$ cat config.mk
export PLATFORM = sky130hd
export DESIGN_NAME = rv_mem_arbiter
export DESIGN_NICKNAME = d
export VERILOG_FILES = /design/src/rtl/rv_mem_arbiter_pkg.sv /design/src/rtl/rv_mem_arb_pick.sv /design/src/rtl/rv_mem_arbiter.sv
export SDC_FILE = /design/constraint.sdc
export NUM_CORES = 1
export LEC_CHECK = 0
export CORE_MARGIN = 2
export CORE_UTILIZATION = 34
export CTS_CLUSTER_DIAMETER = 80
export DETAILED_ROUTE_END_ITERATION = 8
export GPL_TIMING_DRIVEN = 0
export PLACE_DENSITY_LB_ADDON = 0.05
export SLEW_MARGIN = 5
export SYNTH_ARGS = -nofsm -noshare
export SYNTH_HDL_FRONTEND = slang
export SYNTH_SLANG_ARGS = --single-unit
$ cat constraint.sdc
create_clock -name clk -period 2.6 [get_ports clk]
set_clock_uncertainty 0.15 [all_clocks]
set_input_delay 0.65 -clock clk [delete_from_list [all_inputs] [get_ports clk]]
set_output_delay 0.65 -clock clk [all_outputs]
set_load 0.02 [all_outputs]
$ cat src/rtl/rv_mem_arbiter_pkg.sv
// rtl/rv_mem_arbiter_pkg.sv - shared core types for the IF/LSU memory arbiter
package rv_mem_arbiter_pkg;

  typedef enum logic [1:0] {
    IDLE   = 2'd0,
    ISSUE  = 2'd1,
    RESP   = 2'd2,
    REJECT = 2'd3
  } t_arb_state;

  typedef enum logic {
    OWN_IF  = 1'b0,
    OWN_LSU = 1'b1
  } t_arb_owner;

  typedef struct packed {
    logic [31:0] addr;
    logic        we;
    logic [3:0]  be;
    logic [31:0] wdata;
  } t_mem_req;

  // Sub-word enables need an even address; full words need word alignment.
  function automatic logic be_legal(input logic [3:0] be, input logic [1:0] addr_lo);
    logic r_ok;
    r_ok = 1'b0;
    case (be)
      4'b0001, 4'b0010, 4'b0100, 4'b1000,
      4'b0011, 4'b1100: r_ok = ~addr_lo[0];
      4'b1111:          r_ok = (addr_lo == 2'b00);
      default:          r_ok = 1'b0;
    endcase
    return r_ok;
  endfunction

endpackage

$ cat src/rtl/rv_mem_arb_pick.sv
// rtl/rv_mem_arb_pick.sv - winner selection between IF and LSU plus starvation counter update
module rv_mem_arb_pick
  import rv_mem_arbiter_pkg::*;
#(
  parameter int STARVE_LIMIT = 4
) (
  input  logic       i_if_req,
  input  logic       i_lsu_req,
  input  logic [3:0] i_starve_cnt,
  output logic       o_valid,
  output t_arb_owner o_owner,
  output logic [3:0] o_starve_nxt
);

  localparam logic [3:0] LIMIT = 4'(STARVE_LIMIT);

  logic w_if_forced;

  assign w_if_forced = i_if_req && (i_starve_cnt == LIMIT);

  always_comb begin
    o_valid      = i_if_req | i_lsu_req;
    o_owner      = OWN_IF;
    o_starve_nxt = i_starve_cnt;
    if (i_lsu_req && !w_if_forced) begin
      o_owner = OWN_LSU;
    end
    if (o_valid) begin
      if (o_owner == OWN_IF) begin
        o_starve_nxt = 4'd0;
      end else if (i_if_req && (i_starve_cnt != LIMIT)) begin
        o_starve_nxt = i_starve_cnt + 4'd1;
      end
    end
  end

endmodule

$ cat src/rtl/rv_mem_arbiter.sv
// rtl/rv_mem_arbiter.sv - shares one memory port between instruction fetch and the LSU
module rv_mem_arbiter
  import rv_mem_arbiter_pkg::*;
#(
  parameter int STARVE_LIMIT = 4
) (
  input  logic        clk,
  input  logic        rst,
  input  logic        if_req,
  input  logic [31:0] if_addr,
  output logic        if_gnt,
  output logic        if_rvalid,
  output logic [31:0] if_rdata,
  output logic        if_err,
  input  logic        lsu_req,
  input  logic [31:0] lsu_addr,
  input  logic        lsu_we,
  input  logic [3:0]  lsu_be,
  input  logic [31:0] lsu_wdata,
  output logic        lsu_gnt,
  output logic        lsu_rvalid,
  output logic [31:0] lsu_rdata,
  output logic        lsu_err,
  output logic        mem_req,
  output logic [31:0] mem_addr,
  output logic        mem_we,
  output logic [3:0]  mem_be,
  output logic [31:0] mem_wdata,
  input  logic        mem_gnt,
  input  logic        mem_rvalid,
  input  logic [31:0] mem_rdata
);

  t_arb_state r_state;
  t_arb_state w_state_nxt;
  t_arb_owner r_owner;
  logic [3:0] r_starve_cnt;
  t_mem_req   r_mem;
  logic       r_mem_req;

  logic       w_pick_valid;
  t_arb_owner w_pick_owner;
  logic [3:0] w_starve_nxt;
  t_mem_req   w_win;
  logic       w_win_legal;

  logic        w_gnt;
  logic        w_rvalid;
  logic        w_err;
  logic [31:0] w_rdata;

  rv_mem_arb_pick #(
    .STARVE_LIMIT(STARVE_LIMIT)
  ) u_pick (
    .i_if_req    (if_req),
    .i_lsu_req   (lsu_req),
    .i_starve_cnt(r_starve_cnt),
    .o_valid     (w_pick_valid),
    .o_owner     (w_pick_owner),
    .o_starve_nxt(w_starve_nxt)
  );

  // Fetch is a word read, so its legality check reduces to word alignment.
  always_comb begin
    w_win = '0;
    if (w_pick_owner == OWN_LSU) begin
      w_win.addr  = lsu_addr;
      w_win.we    = lsu_we;
      w_win.be    = lsu_be;
      w_win.wdata = lsu_wdata;
    end else begin
      w_win.addr  = if_addr;
      w_win.we    = 1'b0;
      w_win.be    = 4'b1111;
      w_win.wdata = 32'h0;
    end
    w_win_legal = be_legal(w_win.be, w_win.addr[1:0]);
  end

  always_ff @(posedge clk) begin
    if (rst) begin
      r_state <= IDLE;
    end else begin
      r_state <= w_state_nxt;
    end
  end

  always_comb begin
    w_state_nxt = r_state;
    case (r_state)
      IDLE:   if (w_pick_valid) w_state_nxt = w_win_legal ? ISSUE : REJECT;
      ISSUE:  if (mem_gnt) w_state_nxt = RESP;
      RESP:   if (mem_rvalid) w_state_nxt = IDLE;
      REJECT: w_state_nxt = IDLE;
      default: w_state_nxt = IDLE;
    endcase
  end

  always_ff @(posedge clk) begin
    if (rst) begin
      r_owner      <= OWN_IF;
      r_starve_cnt <= 4'd0;
      r_mem        <= '0;
      r_mem_req    <= 1'b0;
    end else begin
      case (r_state)
        IDLE: begin
          if (w_pick_valid) begin
            r_owner      <= w_pick_owner;
            r_starve_cnt <= w_starve_nxt;
            if (w_win_legal) begin
              r_mem_req   <= 1'b1;
              r_mem.addr  <= {w_win.addr[31:2], 2'b00};
              r_mem.we    <= w_win.we;
              r_mem.be    <= w_win.be;
              r_mem.wdata <= w_win.wdata;
            end
          end
        end
        ISSUE: if (mem_gnt) r_mem_req <= 1'b0;
        default: ;
      endcase
    end
  end

  // Responses are produced once and steered to whoever owns the transaction.
  always_comb begin
    w_gnt    = 1'b0;
    w_rvalid = 1'b0;
    w_err    = 1'b0;
    w_rdata  = 32'h0;
    case (r_state)
      ISSUE: w_gnt = mem_gnt;
      RESP: begin
        if (mem_rvalid) begin
          w_rvalid = 1'b1;
          w_rdata  = r_mem.we ? 32'h0 : mem_rdata;
        end
      end
      REJECT: begin
        w_gnt    = 1'b1;
        w_rvalid = 1'b1;
        w_err    = 1'b1;
      end
      default: ;
    endcase

    if_gnt     = 1'b0;
    if_rvalid  = 1'b0;
    if_err     = 1'b0;
    if_rdata   = 32'h0;
    lsu_gnt    = 1'b0;
    lsu_rvalid = 1'b0;
    lsu_err    = 1'b0;
    lsu_rdata  = 32'h0;
    if (r_owner == OWN_LSU) begin
      lsu_gnt    = w_gnt;
      lsu_rvalid = w_rvalid;
      lsu_err    = w_err;
      lsu_rdata  = w_rdata;
    end else begin
      if_gnt     = w_gnt;
      if_rvalid  = w_rvalid;
      if_err     = w_err;
      if_rdata   = w_rdata;
    end
  end

  assign mem_req   = r_mem_req;
  assign mem_addr  = r_mem.addr;
  assign mem_we    = r_mem.we;
  assign mem_be    = r_mem.be;
  assign mem_wdata = r_mem.wdata;

  a_rvalid_after_gnt: assert property (@(posedge clk) disable iff (rst)
    !(r_state == ISSUE && mem_gnt && mem_rvalid));

endmodule

# Word level (Yosys, flattened, before mapping)
# Index checks and enable logic that the tools add are counted.
[op_classes]
addsub = 1
mul = 0
div_mod_pow = 0
n_lt_le_gt_ge = 0
n_eq_ne = 17
shifts = 0
n_mux = 29
bitwise_logic = 2
reduce_logical = 13
[ops]
columns = ["cell", "n"]
rows = [
  ["32-bit two-way mux", 5],
  ["69-bit two-way mux", 1],
  ["4-bit == test (second input constant)", 3],
  ["1-bit two-way mux", 12],
  ["3-bit AND reduction", 3],
  ["4-bit by 2-bit == test with 1-bit output (second input constant)", 2],
  ["4-bit by 3-bit == test with 1-bit output (second input constant)", 2],
  ["2-bit two-way mux", 4],
  ["4-bit two-way mux", 2],
  ["1-bit case mux with 2 select lines", 4],
  ["2-bit case mux with 4 select lines", 1],
  ["2-bit != test (second input constant)", 3],
  ["6-bit OR reduction", 1],
  ["4-bit by 1-bit adder with 4-bit output (second input constant)", 1],
  ["2-bit == test (second input constant)", 2],
  ["4-bit by 1-bit == test with 1-bit output (second input constant)", 1],
  ["2-bit logical NOT", 2],
  ["2-bit by 1-bit != test with 1-bit output (second input constant)", 2],
  ["4-bit by 3-bit != test with 1-bit output (second input constant)", 1],
  ["4-bit AND reduction", 1],
  ["1-bit logical AND", 3],
  ["2-bit by 1-bit == test with 1-bit output (second input constant)", 1],
  ["2-bit AND reduction", 1],
  ["2-bit nonzero test", 1],
  ["other kinds (3)", 3],
]
[word_totals]
regBits = 75
latchBits = 0
mem_bits_rw = 0
mem_bits_ro = 0
input_bits = 139
out_inout_bits = 140
wordCells = 70
n_memories = 0

# Logic depth before layout (Yosys ltp)
[depth]
depth_word = 12
ltp_mapped = 10
depth_no_buf = 7

# Modules after synthesis
# A second synthesis with hierarchy kept.
[unflattened]
cells_unflattened = 465
area_unflattened_um2 = 3841.2
[by_module_without_submodules]
columns = ["module", "n_inst", "cells_each", "area_each_um2", "seq_area_each_um2"]
rows = [
  ["rv_mem_arbiter", 1, 443, 3696.0, 1501.4],
  ["rv_mem_arb_pick", 1, 22, 145.1, 0.0],
]

# Worst setup path after synthesis
# No wires, ideal clock.
[synth_path]
path_kind = "input-to-output"
from = "in mem_rvalid"
to = "out lsu_rdata[10]"
arrival_time_ps = 1558
t_required_ps = 1800
slack_ps = 242
stages = 4
path_buffers = 1
path_cell_list = "nand3b_1 > nor3b_1 > clkbuf_1 > and2_1"
[synth_between]
elab_chain_cells = 3
[synth_rtl]
columns = ["item", "line", "source"]
rows = [
  ["start: declaration", "rv_mem_arbiter.sv:30", "input logic mem_rvalid,"],
  ["32-bit two-way mux", "rv_mem_arbiter.sv:135", "if (mem_rvalid) begin"],
  ["32-bit two-way mux", "rv_mem_arbiter.sv:132", "case (r_state)"],
  ["32-bit two-way mux", "rv_mem_arbiter.sv:156", "if (r_owner == OWN_LSU) begin"],
  ["end: declaration", "rv_mem_arbiter.sv:22", "output logic [31:0] lsu_rdata,"],
]
# No other way between the ends.

# Worst setup path after layout
[layout_path]
from = "reg r_state[0]"
to = "out lsu_rdata[29]"
[layout_between]
elab_chain_cells = 3
[layout_rtl]
columns = ["item", "line", "source"]
rows = [
  ["start: declaration", "rv_mem_arbiter.sv:34", "t_arb_state r_state;"],
  ["start signal: assignment", "rv_mem_arbiter.sv:84", "r_state <= w_state_nxt;"],
  ["2-bit == test", "rv_mem_arbiter.sv:132", ""],
  ["32-bit two-way mux", "rv_mem_arbiter.sv:132", ""],
  ["32-bit two-way mux", "rv_mem_arbiter.sv:156", ""],
]
# No other way between the ends.

==> flow_metrics.env <==
export IMPL_clkPwrFrac_pct=26.9
export IMPL_drc_errors=0
export IMPL_crit_arrival_ns=1.82
export IMPL_cpMostUsedCell="buf_6"
export IMPL_cts_tree="yes"
export IMPL_switching_share_pct=31.4
export IMPL_fill_cells=909
export IMPL_end_kind="output port"
export IMPL_postLayoutCellArea_um2=7180
export IMPL_p_sw_uw=955
export IMPL_synth_seq_area_share_pct=40.4
export IMPL_synth_seq_cells=75
export IMPL_nNetsFinal=827
export IMPL_synth_area_um2=3720
export IMPL_slowest_stage="dfxtp_2"
export IMPL_final_cell_mix="clkdlybuf4s50_1 (202), dfxtp_1 (73), buf_6 (54)"
export IMPL_dp_slack_ns=-1.11
export IMPL_final_common_cell="clkdlybuf4s50_1"
export IMPL_synth_edff_count=0
export IMPL_syn_area_per_cell_um2=9.58
export IMPL_max_slew_margin_pct=55.2
export IMPL_synth_area_top_cells="dfxtp_1 (40%), and2_1 (11%), mux2i_1 (9.2%)"
export IMPL_core_area_um2=10700
export IMPL_rows=38
export IMPL_seq_power_share_pct=41.3
export IMPL_gp_congestion=0.803
export IMPL_dpl_cell_area_um2=6650
export IMPL_die_area_um2=11800
export IMPL_critical_path_class="reg2out"
export IMPL_hold_start="mem_be[3]"
export IMPL_clk_latency_ns=0.35
export IMPL_start_util_pct=34.6
export IMPL_via_per_inst=4.91
export IMPL_grt_pass1_vias=4188
export IMPL_grt_overflow_total=0
export IMPL_worst_endpoint_required_ns=1.80
export IMPL_grt_pass1_wl_mm=20.8
export IMPL_cellLeakagePower_nw=3.00
export IMPL_ys_flop_type="dfxtp_1"
export IMPL_setup_ws_ns=-0.0237
export IMPL_crit_fanout=6
export IMPL_critPathLaunchType="flip-flop"
export IMPL_failed_checks="negative setup slack"
export IMPL_peakVddDrop_v=0.000184
export IMPL_post_synth_top_area_fraction_pct=40.4
export IMPL_io_buffers=275
export IMPL_cts_inserted_buffers=9
export IMPL_yosysTopAreaCell="dfxtp_1"
export IMPL_period_share_pct=101
export IMPL_num_vias=4083
export IMPL_drive_above_1_share_pct=28.8
export IMPL_critPathMaxStageDelay_ns=0.33
export IMPL_cts_reportedPaths_clkPinSlew_ns=0.08
export IMPL_final_min_clock_period_ns=2.62
export IMPL_wl_per_cell_um=16.8
export IMPL_hpwl_mm=10.9
export IMPL_share_comb_of_total_power_pct=31.8
export IMPL_clockBufferDepth=2
export IMPL_regArea_um2=1500
export IMPL_cts_root_buf="clkbuf_8"
export IMPL_setup_violations=10
export IMPL_fmax_ghz=0.381
export IMPL_htree_levels=3
export IMPL_cp_startpoint="r_state[0]"
export IMPL_multi_input_area_um2=2130
export IMPL_syn_to_final_growth_pct=93.1
export IMPL_hold_viol=0
export IMPL_maxSlewViolCount=0
export IMPL_ios=279
export IMPL_firstDrtPassIters=4
export IMPL_hold_class="reg2reg"
export IMPL_grtUsageTotal_pct=23.0
export IMPL_p_int_mw=2.09
export IMPL_drtIter0Drc=170
export IMPL_fin_util_pct=66.8
export IMPL_tightest_slew_ns=0.673
export IMPL_cts_sinks=75
export IMPL_status="finished, violations left"
export IMPL_antenna_found_initial=1
export IMPL_ctsHoldBuffers=0
export IMPL_power_density_nw_per_um2=424
export IMPL_rsz0062_at_grt="true"
export IMPL_hold_slack_ns=0.323
export IMPL_synth_cell_types=40
export IMPL_drt_wl_total_mm=14.0
export IMPL_drtAntennaViolNets=0
export IMPL_synth_async_sr_flop_share_pct=0
export IMPL_r2r_start="r_starve_cnt[0]"
export IMPL_grt_max_degree=15
export IMPL_die_x_um=109
export IMPL_maxCapViolCount=0
export IMPL_ys_warnings_count=0
export IMPL_syn_inst=388
export IMPL_crit_chain="nand3b_1 > nor3b_4 > buf_6 > buf_6 > buf_8 > and2_4 > buf_6"
export IMPL_die_h_um=109
## power by group through the flow
stage / clock network, mW / registers (mW) / logic, mW
after floorplan: 0 / 1.35 / 0.361
after global placement: 0 / 1.28 / 0.896
after detailed placement: 0 / 1.28 / 0.912
after CTS: 0.844 / 1.26 / 0.957
after global routing: 0.898 / 1.27 / 1.03
final: 0.818 / 1.26 / 0.966
## timing repair
action	in CTS	in global routing
gates cloned	6	0
setup buffers	6	0
pin swaps	32	3
gates resized for setup	393	79
setup endpoints to repair	123	132
## metrics by stage
stage                     power (mW)  TNS, ns  std cells
after floorplan                 1.71        0        389
after global placement          2.17   -95.16        804
after detailed placement        2.19   -96.58        804
after CTS                       3.06    -1.02        831
after global routing            3.19    -3.24        832
final                           3.04   -0.147        832
## kinds of logic (layout without fill, tap and decap cells)
group | after synthesis | in the layout | share of synthesized area [%]
flops | 75 | 75 | 40.4
mux | 34 | 34 | 9.16
compound gates | 121 | 121 | 26.1
buf+inv | 46 | 348 | 6.13
other cells | 1 | 3 | 0.101
simple gates | 109 | 109 | 17.4
fa+ha+maj | 2 | 2 | 0.673
## Yosys cell counts (2+ instances only)
| cell | n |
|---|---|
| a211oi_1 | 5 |
| a211oi_2 | 26 |
| a21oi_1 | 41 |
| a22o_1 | 32 |
| and2_1 | 66 |
| and3_1 | 2 |
| buf_2 | 8 |
| buf_4 | 2 |
| buf_6 | 5 |
| clkbuf_1 | 22 |
| dfxtp_1 | 75 |
| ha_1 | 2 |
| inv_1 | 9 |
| mux2i_1 | 34 |
| nand2_1 | 6 |
| nand3b_1 | 2 |
| nand4_1 | 2 |
| nor2_1 | 13 |
| nor2b_1 | 2 |
| nor3_1 | 4 |
| nor3b_1 | 3 |
| o21a_1 | 4 |
| o21ai_0 | 5 |
| or4_1 | 2 |
## final timing paths
kind,endpoint,cells past startpoint,slack (ns)
worst min-delay path,mem_be[3],1,0.32
worst max-delay path,lsu_rdata[29],7,-0.02
worst min register to register,mem_be[3],1,0.32
worst max register to register,mem_wdata[20],9,0.32
## layout make-up
cell class                 instances  share of cell area, %
tap                              140                   2.44
timing repair buffer             287                   40.2
antenna                            1                 0.0349
buffer                            36                   3.77
sequential                        75                   21.0
clock inverter                     7                  0.732
clock buffer                       9                   1.73
inverter                           9                  0.471
multi-input combinational        268                   29.7
## worst max-delay path: cells and delay by family (launching register included)
kind	cells	cell delay, ns
AND/OR/NAND/NOR	3	0.62
buffers and inverters	4	0.50
flip-flops	1	0.33
## registers in the layout, indices dropped and copies added (netlist names)
name,count
mem_wdata,32
r_owner,1
mem_be,4
r_starve_cnt,4
r_state,2
mem_req,1
mem_addr,30
mem_we,1
## routing by layer
metal	vias up	routed length [µm]	track usage, %
li1	1988	-	-
met1	1882	5140	24.2
met2	177	7070	39.8
met3	36	1270	7.84
met4	0	509	13.0
met5	-	0	0
No activity file was read; power rests on OpenSTA's default activity.
